[src/rtl/arm_alu_pipe.sv]
// rtl/arm_alu_pipe.sv - registered ARM data-processing ALU with NZCV flags and optional shift-add multiplier
//
// Executes the 16 ARM data-processing opcodes in one cycle and, when the
// ARM_ALU_PIPE_MUL_EN macro is defined, MUL/MLA as a WIDTH-iteration radix-2
// shift-add. Without the macro a multiply request completes in one cycle
// flagged ill with result 0 and wr_en 0.
//
// Ports:
//   clk, reset                 clock, asynchronous active-high reset
//   in_valid / in_ready        request handshake
//   opcode, mul, acc, s_bit    operation select (mul+acc = MLA), flag update
//   A, B, C_op, shift_carry    operands, accumulator, shifter carry-out
//   out_valid / out_ready      result handshake
//   result, wr_en, ill         registered result, writeback enable, unsupported op
//   N, Z, C, V                 architectural flag register
module arm_alu_pipe #(
  parameter int WIDTH = 32
) (
  input  logic             clk,
  input  logic             reset,
  input  logic             in_valid,
  output logic             in_ready,
  input  logic [3:0]       opcode,
  input  logic             mul,
  input  logic             acc,
  input  logic             s_bit,
  input  logic [WIDTH-1:0] A,
  input  logic [WIDTH-1:0] B,
  input  logic [WIDTH-1:0] C_op,
  input  logic             shift_carry,
  output logic             out_valid,
  input  logic             out_ready,
  output logic [WIDTH-1:0] result,
  output logic             N,
  output logic             Z,
  output logic             C,
  output logic             V,
  output logic             wr_en,
  output logic             ill
);

  localparam logic [3:0] OP_AND = 4'h0, OP_EOR = 4'h1, OP_SUB = 4'h2, OP_RSB = 4'h3,
                         OP_ADD = 4'h4, OP_ADC = 4'h5, OP_SBC = 4'h6, OP_RSC = 4'h7,
                         OP_TST = 4'h8, OP_TEQ = 4'h9, OP_CMP = 4'hA, OP_CMN = 4'hB,
                         OP_ORR = 4'hC, OP_MOV = 4'hD, OP_BIC = 4'hE, OP_MVN = 4'hF;

  logic [WIDTH-1:0] x, y, logic_res, alu_res;
  logic [WIDTH:0]   sum;
  logic             cin, arith, alu_c, alu_v, alu_wr, alu_fw;
  logic             accept, load_alu, load_mul;

  // Subtractions become x + ~y + cin so one adder covers every arithmetic op
  // and its carry-out is directly the ARM "not borrow" C flag.
  always_comb begin
    x         = A;
    y         = B;
    cin       = 1'b0;
    arith     = 1'b1;
    logic_res = '0;
    case (opcode)
      OP_SUB, OP_CMP: begin y = ~B; cin = 1'b1; end
      OP_RSB:         begin x = B; y = ~A; cin = 1'b1; end
      OP_ADC:         cin = C;
      OP_SBC:         begin y = ~B; cin = C; end
      OP_RSC:         begin x = B; y = ~A; cin = C; end
      OP_ADD, OP_CMN: cin = 1'b0;
      default:        arith = 1'b0;
    endcase
    case (opcode)
      OP_AND, OP_TST: logic_res = A & B;
      OP_EOR, OP_TEQ: logic_res = A ^ B;
      OP_ORR:         logic_res = A | B;
      OP_MOV:         logic_res = B;
      OP_BIC:         logic_res = A & ~B;
      OP_MVN:         logic_res = ~B;
      default:        logic_res = '0;
    endcase
  end

  assign sum     = {1'b0, x} + {1'b0, y} + {{WIDTH{1'b0}}, cin};
  assign alu_res = arith ? sum[WIDTH-1:0] : logic_res;
  assign alu_c   = arith ? sum[WIDTH] : shift_carry;
  assign alu_v   = arith ? ((x[WIDTH-1] == y[WIDTH-1]) && (sum[WIDTH-1] != x[WIDTH-1])) : V;
  // TST/TEQ/CMP/CMN (8..B) never write back but always update flags.
  assign alu_wr  = (opcode[3:2] != 2'b10);
  assign alu_fw  = s_bit || !alu_wr;

  assign accept   = in_valid && in_ready;
  assign load_alu = accept && !mul;

`ifdef ARM_ALU_PIPE_MUL_EN
  localparam int CW = (WIDTH > 1) ? $clog2(WIDTH) : 1;

  typedef enum logic [1:0] {S_IDLE, S_MUL, S_DONE} state_t;
  state_t           state, state_n;
  logic [CW-1:0]    cnt;
  logic [WIDTH-1:0] mcand, mplier, prod;
  logic             mul_s;

  always_ff @(posedge clk or posedge reset) begin
    if (reset) state <= S_IDLE;
    else       state <= state_n;
  end

  always_comb begin
    state_n = state;
    case (state)
      S_IDLE:  if (accept && mul) state_n = S_MUL;
      S_MUL:   if (cnt == CW'(WIDTH - 1)) state_n = S_DONE;
      S_DONE:  state_n = S_IDLE;
      default: state_n = S_IDLE;
    endcase
  end

  assign in_ready = (state == S_IDLE) && (!out_valid || out_ready);
  // The output register is always free in DONE: entering MUL required it to
  // be empty or retiring, and nothing else can load it while busy.
  assign load_mul = (state == S_DONE);

  // Product starts at the accumulator so MLA costs no extra cycle.
  always_ff @(posedge clk or posedge reset) begin
    if (reset) begin
      cnt    <= '0;
      mcand  <= '0;
      mplier <= '0;
      prod   <= '0;
      mul_s  <= 1'b0;
    end else if (accept && mul) begin
      cnt    <= '0;
      mcand  <= A;
      mplier <= B;
      prod   <= acc ? C_op : '0;
      mul_s  <= s_bit;
    end else if (state == S_MUL) begin
      if (mplier[0]) prod <= prod + mcand;
      mcand  <= mcand << 1;
      mplier <= mplier >> 1;
      cnt    <= cnt + 1'b1;
    end
  end
`else
  logic unused_mul_ok;
  assign unused_mul_ok = ^{acc, C_op};
  assign in_ready      = !out_valid || out_ready;
  assign load_mul      = accept && mul;
`endif

  always_ff @(posedge clk or posedge reset) begin
    if (reset) begin
      result    <= '0;
      wr_en     <= 1'b0;
      ill       <= 1'b0;
      out_valid <= 1'b0;
      {N, Z, C, V} <= 4'b0000;
    end else if (load_alu) begin
      result    <= alu_res;
      wr_en     <= alu_wr;
      ill       <= 1'b0;
      out_valid <= 1'b1;
      if (alu_fw) {N, Z, C, V} <= {alu_res[WIDTH-1], (alu_res == '0), alu_c, alu_v};
    end else if (load_mul) begin
      out_valid <= 1'b1;
`ifdef ARM_ALU_PIPE_MUL_EN
      result    <= prod;
      wr_en     <= 1'b1;
      ill       <= 1'b0;
      if (mul_s) {N, Z} <= {prod[WIDTH-1], (prod == '0)};
`else
      result    <= '0;
      wr_en     <= 1'b0;
      ill       <= 1'b1;
`endif
    end else if (out_ready) begin
      out_valid <= 1'b0;
    end
  end

endmodule
[config.mk]
export PLATFORM = sky130hd
export DESIGN_NAME = arm_alu_pipe
export DESIGN_NICKNAME = d
export VERILOG_FILES = /design/src/rtl/arm_alu_pipe.sv
export SDC_FILE = /design/constraint.sdc
export NUM_CORES = 1
export LEC_CHECK = 0
export CAP_MARGIN = 20
export CORE_UTILIZATION = 53
export DETAILED_ROUTE_END_ITERATION = 8
export PLACE_DENSITY = 0.83
export SYNTH_ARGS = -nofsm -noshare
export SYNTH_HDL_FRONTEND = slang
export SYNTH_SLANG_ARGS = --single-unit
[constraint.sdc]
create_clock -name clk -period 4.3 [get_ports clk]
set_input_delay 0.86 -clock clk [delete_from_list [all_inputs] [get_ports clk]]
set_output_delay 0.86 -clock clk [all_outputs]
set_load 0.01 [all_outputs]
==> results.cfg <==
[finish]
syn_to_final_growth_pct = 46.79
drive_above_1_share = 0.2250
finalNonFillerCells = 1426
diodes = 0
final_nets = 1430
post-route-util = 0.8082

[grt]
antenna_found_initial = 3
grt_max_degree = 40
grtUsageTotal = 0.3630
overflow = 0
grt_pass1_wl_microns = 37540
grt_pass1_vias = 7589

[floorplanning]
io_pins = 148
die_w_microns = 114.4
initial_utilization = 0.5506
row_count = 40
die_y_microns = 114.4
dieArea_sq_um = 13090
core-area_sq_um = 12160

[yosys]
synth-seq-cells = 39
synth_top_family_by_area = compound AO/OA/AOI/OAI gates
synth_commonest_cells = nand2_1 (154), o21ai_0 (144), a21oi_1 (94)
netlist_area_sq_um = 6696
synthFlopType = dfrtp_1
synth_cell_types = 76
synth_cells = 1008
yosys-top-cells-area = dfrtp_1 (15%), ha_1 (12%), o21ai_0 (11%)
synth_fp_nets = 1181
synth_top_cell_by_area = dfrtp_1
syn_avg_cell_area_sq_um = 6.643
ys_seq_area_frac = 0.1457
yosys_warnings = 0
synthMuxAreaShare = 0.01682
yosys.area_share.xor_xnor = 0.06016
yosysMostFrequentCell = nand2_1
synth_compound_area_frac = 0.3498
synth_top_area_share = 0.1457
synthSimpleGateAreaFrac = 0.2182
synthArstFlopShare = 1.000
yosys.area_share.adder = 0.1237
synth-edff-count = 0

[setup_path]
cp_data_arrival_time_ns = 4.43
startpoint_type = primary input
reg2reg_slack_ns = 0.44
cp.required_ns = 4.48
cp_max_fo = 4
r2r_cells = 16
cp-end-kind = flop
critical_path_class = primary input to flop
r2r-start = C
reg2reg_to = C

[sta]
skew_ns = 0.004639
final-max-slew-violation-count = 0
setup_slack_ns = 0.05029
final.min_clock_period_ns = 4.250
timing.final.hold_violations = 0
slew_headroom = 0.2587
setup_viol = 0
tightest_slew_ns = 1.111
tns_ns = 0
max_freq_mhz = 235.3
fin_crit_sh = 0.9883

[power_and_ir_drop]
power.density_nw_per_um2 = 255.1
leakagePower_nw = 4.552
finalPower_mw = 2.507
irDropWorstVdd_uv = 167.8

[detailed_routing]
routedWlPerCell_microns = 17.56
viasPerCell = 6.104
wl_met1_microns = 10290
vias = 8705
remaining_drc_errors = 0
firstDrtPassIters = 6
wl_met2_microns = 11150
dr_wl_met3_microns = 2829
drtIter0Drc = 1075
highest_layer = met5
wl_microns = 25040
drtAntennaViolNets = 0

[placement]
dp_cells = 1393
pre_cts_ws_ns = -0.6443
place_hpwl_microns = 17990
portBuffers = 114
gp_congestion = 1.016

[hold_path]
hold_depth = 2
hp-class = flop to flop
holdPathEnd = result[24]
min-delay-start = result[24]

[cts]
numClockSinks = 39
clockRootBuffer = clkbuf_16
cts_hold_buf = 0
htree_levels = 2
cts_buffers = 5
clk_path_buf_depth = 2
clkTransAtPathRegs_ns = 0.06
insertion_delay_ns = 0.29
cts_tree = yes

[status]
outcome = completed

[run]
cap_violations = 0
critical path, cell delays in order:
cell      delay [ns]
clkbuf_2        0.10
buf_6           0.11
nand3b_1        0.17
buf_6           0.16
buf_6           0.13
nand2_2         0.07
o21ai_2         0.07
fa_2            0.42
inv_2           0.08
fa_2            0.22
nor2b_4         0.05
o221a_4         0.23
o21a_4          0.20
or4_4           0.53
a221oi_4        0.32
nor2b_1         0.13
o21a_1          0.20
o211ai_2        0.13
a31oi_1         0.09
a21o_1          0.16
kinds of logic after synthesis:
group | count (synthesis)
DFF | 39
adders and majority gates | 65
buffers and inverters | 149
and+or+nand+nor | 324
xor gates and xnor gates | 46
muxes | 11
AOI/OAI and AO/OA | 374
per-stage QoR:
stage / hold WS (ns) / area (sq um)
2_1_floorplan: 0.5070 / 6814
3_3_place_gp: 0.4488 / 9089
3_5_place_dp: 0.4561 / 9089
4_1_cts: 0.4773 / 9475
5_1_grt: 0.4998 / 9829
6_report: 0.4688 / 9829
per-layer routing:
| metal | vias to the layer above | GRT usage |
|---|---|---|
| li1 | 4115 | - |
| met2 | 512 | 0.5766 |
| met4 | 4 | 0.1117 |
| met5 | - | 0 |
| met1 | 4001 | 0.4931 |
| met3 | 73 | 0.07517 |
power by group:
group	internal (mW)	total, mW	leakage [nW]	switching, mW
clock	0.211	0.349	0.0733	0.138
combinational	0.842	1.69	3.97	0.850
sequential	0.427	0.466	0.511	0.0391
total	1.48	2.51	4.55	1.03
how the worst max path moves through the flow:
stage / start / to / slack (ns)
after CTS: opcode[2] / Z / -0.004
after detailed placement: opcode[3] / Z / -0.64
final: opcode[3] / C / 0.05
after floorplan: opcode[0] / C / -0.34
after global placement: opcode[3] / result[30] / -0.60
after global routing: opcode[2] / Z / -0.04
layout make-up:
| cell class | count | area (sq um) |
|---|---|---|
| clock buffers | 5 | 125.1 |
| inverters | 81 | 304.0 |
| repair buffers | 310 | 2710 |
| well taps | 168 | 210.2 |
| clock inverters | 3 | 15.01 |
| flip-flops and latches | 39 | 975.9 |
| multi-input cells | 820 | 5489 |
| fillers | 853 | 2332 |
layout by cell type, fill, tap and decap left out, drive strengths merged, types with 4 or more instances in the layout:
master,count
a211o,4
a211oi,7
a21oi,94
a221oi,8
a222oi,4
a22o,11
a22oi,4
a2bb2oi,5
a31oi,6
and2,4
and3,9
buf,196
clkbuf,9
clkdlybuf4s50,110
dfrtp,39
ha,63
inv,81
mux2i,9
nand2,154
nand2b,7
nand3,9
nand4,11
nor2,73
nor2b,12
nor3,13
nor4,6
o2111ai,4
o211ai,6
o21a,10
o21ai,146
o21bai,5
o221ai,10
o22ai,7
o31ai,12
or2,8
or3,6
xnor2,11
xor2,35
registers in the layout, summed over array words and instances (netlist names):
signal	cells
N	1
Z	1
out_valid	1
wr_en	1
result	32
C	1
V	1
ill	1
timing repair:
action                                  in CTS  in global routing
endpoints found under the setup margin      13                 10
setup buffers                               10                 14
gates resized for setup                     42                 60
pin swaps                                   17                 36
cloned                                       1                  3
No activity file was read; power rests on OpenSTA's default activity.
